**src/rtl/alu_seq.sv**
```systemverilog
// alu_seq: clocked ALU with registered result and flags.
// Single-cycle ADD/SUB/AND/OR/XOR/SHL/SHR; MUL runs as an iterative shift-add over WIDTH cycles.
module alu_seq #(
  parameter int WIDTH = 8
) (
  input  logic             clk,
  input  logic             reset,
  input  logic             inValid,
  output logic             inReady,
  input  logic [WIDTH-1:0] inputA,
  input  logic [WIDTH-1:0] inputB,
  input  logic [2:0]       control,
  output logic             outValid,
  output logic [WIDTH-1:0] result,
  output logic             zero,
  output logic             carry,
  output logic             negative,
  output logic             overflow
);

  localparam int CW = $clog2(WIDTH + 1);
  localparam logic [CW-1:0]  LAST_STEP = CW'(WIDTH - 1);
  localparam logic [WIDTH:0] WIDTH_EXT = (WIDTH + 1)'(WIDTH);

  localparam logic [2:0] OP_ADD = 3'b000;
  localparam logic [2:0] OP_SUB = 3'b001;
  localparam logic [2:0] OP_AND = 3'b010;
  localparam logic [2:0] OP_OR  = 3'b011;
  localparam logic [2:0] OP_XOR = 3'b100;
  localparam logic [2:0] OP_SHL = 3'b101;
  localparam logic [2:0] OP_SHR = 3'b110;
  localparam logic [2:0] OP_MUL = 3'b111;

  typedef enum logic [0:0] {IDLE = 1'b0, MUL = 1'b1} state_t;

  state_t               state_q, state_d;
  logic [WIDTH-1:0]     result_q, result_d;
  logic                 zero_q, zero_d;
  logic                 carry_q, carry_d;
  logic                 negative_q, negative_d;
  logic                 overflow_q, overflow_d;
  logic                 out_valid_q, out_valid_d;
  logic [2*WIDTH-1:0]   mcand_q, mcand_d;
  logic [WIDTH-1:0]     mplier_q, mplier_d;
  logic [2*WIDTH-1:0]   acc_q, acc_d;
  logic [CW-1:0]        cnt_q, cnt_d;

  logic                 accept;
  logic [WIDTH:0]       sum_ext;
  logic [WIDTH:0]       diff_ext;
  logic [2*WIDTH-1:0]   shl_wide;
  logic [2*WIDTH-1:0]   shr_wide;
  logic                 shift_in_range;
  logic [WIDTH-1:0]     alu_res;
  logic                 alu_carry;
  logic                 alu_ovf;
  logic [2*WIDTH-1:0]   mul_addend;
  logic [2*WIDTH-1:0]   mul_product;

  // State and datapath registers, synchronous reset clears everything including the multiplier.
  always_ff @(posedge clk) begin
    if (reset) begin
      state_q     <= IDLE;
      result_q    <= '0;
      zero_q      <= 1'b0;
      carry_q     <= 1'b0;
      negative_q  <= 1'b0;
      overflow_q  <= 1'b0;
      out_valid_q <= 1'b0;
      mcand_q     <= '0;
      mplier_q    <= '0;
      acc_q       <= '0;
      cnt_q       <= '0;
    end else begin
      state_q     <= state_d;
      result_q    <= result_d;
      zero_q      <= zero_d;
      carry_q     <= carry_d;
      negative_q  <= negative_d;
      overflow_q  <= overflow_d;
      out_valid_q <= out_valid_d;
      mcand_q     <= mcand_d;
      mplier_q    <= mplier_d;
      acc_q       <= acc_d;
      cnt_q       <= cnt_d;
    end
  end

  // Single-cycle operation results; shifts take the full inputB value as the amount.
  always_comb begin
    sum_ext        = {1'b0, inputA} + {1'b0, inputB};
    diff_ext       = {1'b0, inputA} - {1'b0, inputB};
    shl_wide       = {{WIDTH{1'b0}}, inputA} << inputB;
    shr_wide       = {inputA, {WIDTH{1'b0}}} >> inputB;
    shift_in_range = ({1'b0, inputB} < WIDTH_EXT);
    alu_res        = '0;
    alu_carry      = 1'b0;
    alu_ovf        = 1'b0;
    case (control)
      OP_ADD: begin
        alu_res   = sum_ext[WIDTH-1:0];
        alu_carry = sum_ext[WIDTH];
        alu_ovf   = (inputA[WIDTH-1] == inputB[WIDTH-1]) &&
                    (sum_ext[WIDTH-1] != inputA[WIDTH-1]);
      end
      OP_SUB: begin
        alu_res   = diff_ext[WIDTH-1:0];
        alu_carry = diff_ext[WIDTH];
        alu_ovf   = (inputA[WIDTH-1] != inputB[WIDTH-1]) &&
                    (diff_ext[WIDTH-1] != inputA[WIDTH-1]);
      end
      OP_AND: alu_res = inputA & inputB;
      OP_OR:  alu_res = inputA | inputB;
      OP_XOR: alu_res = inputA ^ inputB;
      OP_SHL: begin
        if (shift_in_range) begin
          alu_res   = shl_wide[WIDTH-1:0];
          alu_carry = shl_wide[WIDTH];
        end
      end
      OP_SHR: begin
        if (shift_in_range) begin
          alu_res   = shr_wide[2*WIDTH-1:WIDTH];
          alu_carry = shr_wide[WIDTH-1];
        end
      end
      default: begin
        alu_res   = '0;
        alu_carry = 1'b0;
        alu_ovf   = 1'b0;
      end
    endcase
  end

  // Next-state logic: MUL leaves IDLE, and the final shift-add step returns to IDLE.
  always_comb begin
    state_d = state_q;
    case (state_q)
      IDLE:    if (accept && control == OP_MUL) state_d = MUL;
      MUL:     if (cnt_q == LAST_STEP) state_d = IDLE;
      default: state_d = IDLE;
    endcase
  end

  // Outputs and datapath updates: flags only change on a completing edge.
  always_comb begin
    inReady     = (state_q == IDLE);
    accept      = inValid && inReady;
    result_d    = result_q;
    zero_d      = zero_q;
    carry_d     = carry_q;
    negative_d  = negative_q;
    overflow_d  = overflow_q;
    out_valid_d = 1'b0;
    mcand_d     = mcand_q;
    mplier_d    = mplier_q;
    acc_d       = acc_q;
    cnt_d       = cnt_q;
    mul_addend  = mplier_q[0] ? mcand_q : '0;
    mul_product = acc_q + mul_addend;
    case (state_q)
      IDLE: begin
        if (accept) begin
          if (control == OP_MUL) begin
            mcand_d  = {{WIDTH{1'b0}}, inputA};
            mplier_d = inputB;
            acc_d    = '0;
            cnt_d    = '0;
          end else begin
            result_d    = alu_res;
            zero_d      = (alu_res == '0);
            carry_d     = alu_carry;
            negative_d  = alu_res[WIDTH-1];
            overflow_d  = alu_ovf;
            out_valid_d = 1'b1;
          end
        end
      end
      MUL: begin
        acc_d    = mul_product;
        mcand_d  = mcand_q << 1;
        mplier_d = mplier_q >> 1;
        cnt_d    = cnt_q + 1'b1;
        if (cnt_q == LAST_STEP) begin
          result_d    = mul_product[WIDTH-1:0];
          zero_d      = (mul_product[WIDTH-1:0] == '0);
          carry_d     = |mul_product[2*WIDTH-1:WIDTH];
          negative_d  = mul_product[WIDTH-1];
          overflow_d  = 1'b0;
          out_valid_d = 1'b1;
        end
      end
      default: begin
        out_valid_d = 1'b0;
      end
    endcase
  end

  assign outValid = out_valid_q;
  assign result   = result_q;
  assign zero     = zero_q;
  assign carry    = carry_q;
  assign negative = negative_q;
  assign overflow = overflow_q;

endmodule

```
**config.mk**
```make
export PLATFORM = sky130hd
export DESIGN_NAME = alu_seq
export DESIGN_NICKNAME = d
export VERILOG_FILES = /design/src/rtl/alu_seq.sv
export SDC_FILE = /design/constraint.sdc
export NUM_CORES = 1
export LEC_CHECK = 0
export CORE_MARGIN = 5
export CORE_UTILIZATION = 42
export DETAILED_ROUTE_END_ITERATION = 6
export GPL_TIMING_DRIVEN = 0
export SLEW_MARGIN = 0
export SYNTH_ARGS = -nofsm -noshare
export SYNTH_HDL_FRONTEND = slang
export SYNTH_SLANG_ARGS = --single-unit
```
**constraint.sdc**
```tcl
create_clock -name clk -period 3 [get_ports clk]
set_input_delay 0.6 -clock clk [delete_from_list [all_inputs] [get_ports clk]]
set_output_delay 0.6 -clock clk [all_outputs]
set_load 0.01 [all_outputs]
```
==> run_results.csv <==
group,metric,value,unit
global_route,grt_use_met2,34.2,%
clock_network,h-tree-depth,3,
global_route,grt_usage,23.2,%
sta,post-route-period-util,104,%
logic_synthesis,seq_area_frac_synth,23.3,%
clock_network,cts_tree,"yes",
global_route,grt_pass1_vias,4915,
worst_setup_path,worstPathMaxFanout,4,
pwr,leakagePower,0.00262,uW
place,hpwlAfterDp,12.4,mm
global_route,grt_first_pass_wirelength,26.2,mm
global_route,use_met3,6.25,%
routing,drt_iter0_drc,423,
logic_synthesis,syn_area,4900,um2
routing,wl,16.3,mm
logic_synthesis,synthFlopType,"dfxtp_1",
place,placedInstanceArea,5420,um2
global_route,grt_max_degree,11,
routing,viasPerCell,5.87,
sta,max_freq,322,MHz
cells_and_area,syn2layout_area_growth,25.4,%
floorplan,die-area,13900,um2
global_route,met1_usage,32.5,%
global_route,antenna_found_initial,0,
floorplan,rows,39,
sta,skew,0.00856,ns
floorplan,die_h,118,um
routing,firstDrtPassIters,5,
place,port_buffers,34,
clock_network,cts_made_buffers,9,
routing,drc,0,
place,dp.cells,836,
logic_synthesis,syn_inst,659,
logic_synthesis,synth.most_common_cell,"nor2_1",
logic_synthesis,yosys_warnings,0,
place,gp_congestion,0.930,
cells_and_area,final_layout_size_suffix_gt1_share,15.7,%
job,max_cap_violations,0,
sta,tightest_slew,0.855,ns
pwr,peakVddDrop,0.345,mV
global_route,grt_remaining_overflow,0,
cells_and_area,fin_cells,871,
floorplan,fp.dieW,118,um
sta,maxSlewViolCount,0,
sta,timing.final.ws_setup,-0.107,ns
status,status,"finished with violations",
sta,setup_viol,2,
sta,holdWs,0.453,ns
worst_setup_path,worstPathRequired,3.27,ns
logic_synthesis,syn_avg_cell_area,7.43,um2
pwr,finalPower,2350,uW
logic_synthesis,synth.top_cells.by_area,"dfxtp_1 (23%), ha_1 (10%), a21oi_1 (8.7%)",
routing,final_antenna_net_count,0,
worst_setup_path,critPathLaunchType,"flip-flop",
cells_and_area,finish.instance_area,6140,um2
clock_network,cts_hold_buffers,0,
sta,relSlewSlack,42.6,%
logic_synthesis,synth_top_area_cell,"dfxtp_1",
logic_synthesis,yosysUniqueCellTypes,69,
logic_synthesis,async_flop_share,0,%
status,violations,"negative setup slack",
logic_synthesis,synth_top_area_share,23.3,%
global_route,busiest_layer,"met2",
clock_network,cts-root-buf,"clkbuf_16",
sta,tns,-0.212,ns
routing,vias,5109,
clock_network,cts.sink_count,57,
clock_network,clock_latency,0.34,ns
worst_setup_path,crit_chain,"clkbuf_8 > and2_4 > ha_4 > fa_2 > buf_4 > xnor2_1 > nand2_1 > or4_1 > or3_1 > or4_4 > a21oi_2 > a31o_1",
floorplan,initial_core_util,42.9,%
floorplan,fp.coreArea,11400,um2
worst_setup_path,cp.arrival,3.38,ns
min_path,hold_path_class,"reg2reg",
worst_setup_path,critPathMaxStageDelay,0.49,ns
routing,wl_per_cell,18.7,um
logic_synthesis,synth_edf_count,0,
worst_setup_path,endpoint_kind,"flip-flop",
cells_and_area,diodes,0,
logic_synthesis,synthesis.nets,724,
sta,hold_viol_final,0,
sta,rsz0062_at_grt,"yes",
clock_network,clkSlewWorstSetupHoldPaths,0.05,ns
worst_setup_path,rrSetupSlack,-0.11,ns
logic_synthesis,yosys-top-cells-count,"nor2_1 (102), a21oi_1 (85), dfxtp_1 (57)",
floorplan,io_pins,36,
cells_and_area,nets,789,
clock_network,cts.path.max_buffers,2,
pwr,power-per-cell-area,383,nW/um2
logic_synthesis,ys_ff_latch,57,
worst_setup_path,crit_type,"reg2reg",
worst_setup_path,cp_slowest_cell,"or4_1",
sta,min_period,3.11,ns
==> cells by family after synthesis <==
kind of cell,after synthesis,synth area share (%)
XOR/XNOR,22,3.94
adder cells (fa/ha/maj),43,11.4
buffers and inverters,74,6.21
multiplexers,15,4.19
AO/OA/AOI/OAI,187,25.0
flip-flops,57,23.3
AND/OR/NAND/NOR,261,25.9
==> worst paths after layout <==
kind,startpoint,end,cells past startpoint
hold reg to reg,result[2],result[2],2
hold / removal,result[2],result[2],2
setup / recovery,mplier_q[0],zero,12
setup reg to reg,mplier_q[0],zero,12
==> repair_timing <==
item | CTS | global route
pin swaps | 15 | 14
resized for setup | 52 | 44
cloned | 0 | 0
buffers inserted | 16 | 8
setup endpoints to repair | 39 | 21
==> per-layer routing <==
| layer | vias up | part of all wire, % |
|---|---|---|
| li1 | 2481 | - |
| met1 | 2421 | 47 |
| met2 | 169 | 44 |
| met3 | 36 | 6.6 |
| met4 | 2 | 2.4 |
| met5 | - | 0.20 |
==> state kept, by name, summed over array words and instances (netlist names) <==
register  cells
result        8
mcand_q      16
mplier_q      8
cnt_q         4
outValid      1
zero          1
acc_q        16
carry         1
state_q       1
overflow      1
==> worst max-delay path, delay by kind of cell (launching register included) <==
kind / cells / cell delay, ns
and+or+nand+nor: 5 / 1.50
DFF: 1 / 0.34
xor gates and xnor gates: 1 / 0.14
AOI/OAI and AO/OA: 2 / 0.24
adders and majority gates: 2 / 0.56
buffers and inverters: 2 / 0.29
==> stage by stage <==
stage,setup slack [ns],util [%]
6_report,-0.107,53.8
5_1_grt,-0.223,53.8
4_1_cts,-0.170,52.4
3_5_place_dp,-1.21,47.5
3_3_place_gp,-1.17,47.5
2_1_floorplan,-0.0434,-
==> power by group <==
part           internal, uW  switching, uW
clock network           657            363
registers               776           10.9
logic                   233            311
total                  1670            685
==> final cells by class <==
| cell class | instances | area (um2) |
|---|---|---|
| Buffer | 41 | 218 |
| Clock buffer | 10 | 239 |
| Fill cell | 1098 | 5280 |
| Tap cell | 143 | 179 |
| Inverter | 29 | 125 |
| Sequential cell | 57 | 1140 |
| Multi-Input combinational cell | 528 | 3660 |
| Clock inverter | 5 | 56.3 |
| Timing Repair Buffer | 58 | 513 |
==> placed cells by master, fill, tap and decap left out, types with 18 or more instances in the layout <==
cell,n
nor3_1,21
ha_1,31
buf_4,24
inv_1,25
dfxtp_1,56
a21oi_1,83
nor2_1,101
o21ai_0,18
clkbuf_1,18
and3_1,21
clkdlybuf4s50_1,21
nand2_1,43
No activity file was read; power rests on OpenSTA's default activity.
